===== src/rtl/mult_div_unit.sv =====
// mult_div_unit: iterative signed 32x32 multiply (radix-2 Booth, 32 clocks)
// and signed restoring divide (32 clocks). Results go to HI/LO.
// Configuration macro MULT_DIV_DIV_EN: when defined, the divider datapath is
// built. When undefined, a divide request is rejected through DONE with
// div_zero set and HI/LO untouched.
//
// state | meaning
// IDLE  | waiting for start; operands captured on start
// MULT  | Booth iterations, then result write on the 33rd edge
// DIV   | divide iterations (or immediate reject), then result write
// DONE  | one-cycle done pulse, HI/LO write strobe
module mult_div_unit (
    input  logic        clock,
    input  logic        reset,
    input  logic        start,
    input  logic        op,
    input  logic [31:0] a_in,
    input  logic [31:0] b_in,
    output logic        busy,
    output logic        done,
    output logic [31:0] hi_out,
    output logic [31:0] lo_out,
    output logic        div_zero
);

    typedef enum logic [1:0] {IDLE = 2'd0, MULT = 2'd1, DIV = 2'd2, DONE = 2'd3} state_t;

    state_t      state, state_nxt;
    logic [5:0]  cnt;
    logic [31:0] a_reg, b_reg;
    logic [32:0] work_hi;
    logic [31:0] work_lo;
    logic        booth_q;
    logic        dz_flag;
    logic        div_reject;
    logic        last_iter;
    logic        booth_bit;
    logic [32:0] booth_sum;

    assign last_iter = (cnt == 6'd32);
    // Multiplier bits are read straight from the captured operand, LSB first.
    assign booth_bit = b_reg[cnt[4:0]];

    // Booth add/subtract of the sign-extended multiplicand for this step
    always_comb begin
        booth_sum = work_hi;
        case ({booth_bit, booth_q})
            2'b01:   booth_sum = work_hi + {a_reg[31], a_reg};
            2'b10:   booth_sum = work_hi - {a_reg[31], a_reg};
            default: booth_sum = work_hi;
        endcase
    end

`ifdef MULT_DIV_DIV_EN
    logic [31:0] a_in_mag, b_mag, quo_signed, rem_signed;
    logic [32:0] div_shift, div_diff;
    logic        div_ge;

    // Magnitudes: 0x80000000 maps to itself, which is the correct unsigned value.
    assign a_in_mag   = a_in[31] ? -a_in : a_in;
    assign b_mag      = b_reg[31] ? -b_reg : b_reg;
    assign div_shift  = {work_hi[31:0], work_lo[31]};
    assign div_ge     = (div_shift >= {1'b0, b_mag});
    assign div_diff   = div_shift - {1'b0, b_mag};
    assign quo_signed = (a_reg[31] ^ b_reg[31]) ? -work_lo : work_lo;
    assign rem_signed = a_reg[31] ? -work_hi[31:0] : work_hi[31:0];
    assign div_reject = (b_reg == 32'd0);
`else
    assign div_reject = 1'b1;
`endif

    // State register
    always_ff @(posedge clock or negedge reset) begin
        if (!reset) state <= IDLE;
        else        state <= state_nxt;
    end

    // Next-state logic
    always_comb begin
        state_nxt = state;
        case (state)
            IDLE: if (start) state_nxt = op ? DIV : MULT;
            MULT: if (last_iter) state_nxt = DONE;
            DIV:  if (div_reject || last_iter) state_nxt = DONE;
            DONE: state_nxt = IDLE;
            default: state_nxt = IDLE;
        endcase
    end

    // Moore outputs decoded from the state register
    always_comb begin
        busy     = (state != IDLE);
        done     = (state == DONE);
        div_zero = (state == DONE) && dz_flag;
    end

    // Operand capture, iteration datapath and result registers
    always_ff @(posedge clock or negedge reset) begin
        if (!reset) begin
            a_reg   <= 32'd0;
            b_reg   <= 32'd0;
            cnt     <= 6'd0;
            work_hi <= 33'd0;
            work_lo <= 32'd0;
            booth_q <= 1'b0;
            dz_flag <= 1'b0;
            hi_out  <= 32'd0;
            lo_out  <= 32'd0;
        end else begin
            case (state)
                IDLE: if (start) begin
                    a_reg   <= a_in;
                    b_reg   <= b_in;
                    cnt     <= 6'd0;
                    work_hi <= 33'd0;
                    booth_q <= 1'b0;
`ifdef MULT_DIV_DIV_EN
                    work_lo <= op ? a_in_mag : 32'd0;
`else
                    work_lo <= 32'd0;
`endif
                end
                MULT: if (last_iter) begin
                    hi_out  <= work_hi[31:0];
                    lo_out  <= work_lo;
                    dz_flag <= 1'b0;
                end else begin
                    work_hi <= {booth_sum[32], booth_sum[32:1]};
                    work_lo <= {booth_sum[0], work_lo[31:1]};
                    booth_q <= booth_bit;
                    cnt     <= cnt + 6'd1;
                end
                DIV: begin
`ifdef MULT_DIV_DIV_EN
                    if (div_reject) begin
                        dz_flag <= 1'b1;
                    end else if (last_iter) begin
                        hi_out  <= rem_signed;
                        lo_out  <= quo_signed;
                        dz_flag <= 1'b0;
                    end else begin
                        work_hi <= div_ge ? div_diff : div_shift;
                        work_lo <= {work_lo[30:0], div_ge};
                        cnt     <= cnt + 6'd1;
                    end
`else
                    dz_flag <= 1'b1;
`endif
                end
                DONE: dz_flag <= 1'b0;
                default: ;
            endcase
        end
    end

endmodule


===== config.mk =====
export PLATFORM = sky130hd
export DESIGN_NAME = mult_div_unit
export DESIGN_NICKNAME = d
export VERILOG_FILES = /design/src/rtl/mult_div_unit.sv
export SDC_FILE = /design/constraint.sdc
export NUM_CORES = 1
export LEC_CHECK = 0
export ABC_AREA = 0
export BUFFER_PORTS_ARGS = -buffer_cell sky130_fd_sc_hd__buf_2
export CORE_ASPECT_RATIO = 0.5
export CORE_MARGIN = 5
export CORE_UTILIZATION = 50
export DETAILED_ROUTE_END_ITERATION = 16
export GPL_TIMING_DRIVEN = 1
export PLACE_DENSITY_LB_ADDON = 0.3
export SYNTH_ARGS = -nofsm -noshare
export SYNTH_HDL_FRONTEND = slang
export SYNTH_SLANG_ARGS = --single-unit

===== constraint.sdc =====
create_clock -name clock -period 14.3 [get_ports clock]
set_clock_uncertainty 0.15 [all_clocks]
set_input_delay 2.86 -clock clock [delete_from_list [all_inputs] [get_ports clock]]
set_output_delay 2.86 -clock clock [all_outputs]
set_load 0.01 [all_outputs]

==> key figures <==
Yosys
  – Synth top area cells: dfrtp_1 48%, mux2_2 14%, ha_1 4.8%, a22o_1 4.0%, xnor2_1 3.7%
  – EDFF count, synth: 0
  – Cell taking the most area after synthesis: dfrtp_1
  – Syn nets: 1,027
  – Yosys top cell area share: 48.0%
  – Yosys reg bits: 202
  – Synth cell types: 64
  – Most used DFF post-synth: dfrtp_1
  – Sequential area share after synthesis: 48.0%
  – Yosys warns: 0
  – Synthesized area: 10,500 sq um
  – Mapped Cells: 918
  – Async S/R FF share, synth: 100%
  – Mean post-synth cell area: 11.5 sq um

Worst hold path
  – Hold Path Class: register to register
  – Hold Path Cell Cnt: 2
  – Hold EP: hi_out[0]
  – Hold wc startpoint: hi_out[0]

GRT
  – Initial antenna violation count: 0
  – First-pass GRT wire length: 39,700 um
  – Total GRT Usage: 19.6%
  – Number of global-route vias before repair: 7,598
  – Largest net degree at the start of global routing: 80
  – GRT overflow: 0

Clock network
  – Postcts setup bufs: 0
  – TritonCTS clock tree: built
  – Clock sinks: 202
  – TritonCTS Buffers: 19
  – Clk_lat worst skew: 500 ps
  – Post-cts hold buffer count: 0
  – Post-cts sizing count: 0
  – Max Root-Sink Buffers: 3
  – Clock Pin Slew Worst Setup and Hold Paths: 70 ps
  – H-tree depth: 1
  – Root Driver: clkbuf_16

STA
  – Max-slew violation count: 0
  – Fmax achieved: 0.187 GHz
  – Hold Fails Final Rpt: 0
  – Final setup TNS: 0 ps
  – Final worst setup slack: 8940 ps
  – Slew @ Worst Pin: 1160 ps
  – Relative max-transition margin: 22.4%
  – RSZ-0062 raised after global routing: no
  – Tmin final: 5360 ps
  – Count of final setup violators: 0
  – Final Cycle Share: 37.4%

Die
  – Die Span X: 215 um
  – Die area: 24,200 sq um
  – Initial Util: 51.1%
  – Num rows: 37
  – Io pins: 135
  – Die height: 113 um
  – Core Area: 20,600 sq um

Detailed routing
  – Number of remaining DRC errors: 0
  – Vias per cell: 5.62
  – DR pass1 iterations: 5
  – Detailed Route WL: 23,500 um
  – Via Count: 7,389
  – Final antenna-violating net count: 0
  – Iter 0 DRT Violations: 488
  – WL/cell: 17.9 um

Finish
  – Net count, final: 1,139
  – Layout area overhead: 14.7%
  – Share of post-route cells with drive strength above 1: 32.1%
  – Commonest non-fill, non-tap cell in the layout: dfrtp_1
  – Diodes inserted: 0
  – Most frequent cells in the layout: 202 x dfrtp_1, 133 x buf_2, 129 x mux2_2, 59 x a21oi_1, 48 x a22o_1
  – Core Util, Final: 58.6%
  – Non-Filler Instances: 1,315

Place
  – Cells after DPL: 1,282
  – Final HPWL DP: 16,800 um
  – Placer Congestion: 0.867
  – Port-buffer cells: 134
  – Pre-CTS WS: 9000 ps

Setup path
  – R2r startpoint: cnt[0]
  – Reg2Reg Setup Slack: 8940 ps
  – Worst path depth: 16
  – Buf+Inv Stages, Crit Path: 1
  – Reg2Reg Depth: 16
  – CP max stage cell: dfrtp_1
  – Critical Path End Type: register
  – CP arrival: 5590 ps
  – Delay-heaviest family, CP: compound AO/OA/AOI/OAI gates
  – Crit-path max FO: 33
  – Required @ worst endpoint: 14,530 ps
  – Crit Path Category: register to register
  – FF-to-FF End: work_hi[28]
  – Crit-path cells: mux4_2 > mux4_2 > mux2_2 > ha_1 > buf_4 > nor2_1 > xnor2_1 > ha_1 > o211ai_1 > a21oi_1 > o21ai_1 > a21oi_1 > o21ai_0 > o21a_1 > nor4_1 > a311o_1
  – CP Launch Type: register
  – CP peak stage delay: 710 ps

Pwr
  – Share of power burned in registers: 26.9%
  – Power share of the clock group: 17.0%
  – Comb power frac: 56.1%
  – Design Power: 3.17 mW
  – Max VDD drop: 113 uV
  – Sw frac: 43.5%
  – P per Cell Area: 263 nW/um^2
  – Switching pwr: 1.38 mW
  – Internal power: 1.79 mW
  – Lkg Pwr: 5.80 nW

Run status
  – Status: finished, final reports clean

Flow run
  – Max_cap viols: 0
## metrics by stage
step	area [sq um]	hold slack (ps)
global route	12100	371
CTS	12100	334
detailed placement	11400	318
finish	12100	330
global placement	11400	310
floorplan	10500	319
## tightest hold or removal path, cell delays in order, from the launching register on
cell	delay [ps]
dfrtp_1	340
nand2_1	40
o21ai_0	60
## final cells by class
| class | count | area [sq um] |
|---|---|---|
| Clock buffer | 24 | 534 |
| Tap cell | 273 | 342 |
| Clock inverter | 9 | 129 |
| Fill cell | 1729 | 8530 |
| Timing Repair Buffer | 140 | 724 |
| Sequential cell | 202 | 5050 |
| Inverter | 25 | 93.8 |
| Multi-Input combinational cell | 642 | 5190 |
## layer usage
layer  part of all wire [%]  vias to the layer above  track usage [%]
li1                       -                     3579                -
met1                     50                     3636             28.7
met2                     44                      145             30.9
met3                    4.9                       29             3.93
met4                    1.3                        0             3.49
met5                      0                        -                0
## power groups by stage
stage	Sequential, mW	Clock [mW]	Combinational, mW
finish	0.853	0.540	1.78
CTS	0.852	0.555	1.77
detailed placement	0.863	0	1.76
global route	0.872	0.578	1.99
floorplan	0.797	0	1.46
global placement	0.858	0	1.73
## logic make-up (layout without fill, tap and decap cells)
kind of cell    Yosys count  after routing  share of synthesized area [%]
simple gates            178            178                           8.84
compound gates          223            223                           14.4
mux                     139            139                           15.9
buf+inv                  74            198                           2.75
xor+xnor                 61             61                           5.08
flops                   202            202                           48.0
fa+ha+maj                41             41                           4.95
## synth_stat cells (all sizes together), types with 2 or more instances
library cell	number
a22o	48
nor3	19
a31oi	6
a221o	2
o41ai	3
mux4	10
nor4	9
or2	2
o21bai	2
xor2	17
o21ai	51
o31ai	3
xnor2	44
nand2b	12
mux2	129
dfrtp	202
o22ai	3
clkbuf	32
o21a	6
a21o	6
buf	16
or3	5
nor2	48
nand2	48
o211ai	6
nor2b	7
a21oi	59
and2	2
nand4	4
a22oi	15
a2111oi	3
a21boi	2
nand3	14
a211oi	2
or4	3
nor3b	2
inv	25
ha	40
## how the worst max path moves through the flow
stage,startpoint,endpoint,slack (ps)
after floorplan,cnt[0],work_hi[27],9270
after global placement,cnt[0],work_hi[28],9170
after detailed placement,cnt[0],work_hi[28],9000
after CTS,cnt[0],work_hi[28],8970
after global routing,cnt[0],work_hi[28],8630
final,cnt[0],work_hi[28],8940
Power figures use the tool's default switching activity.
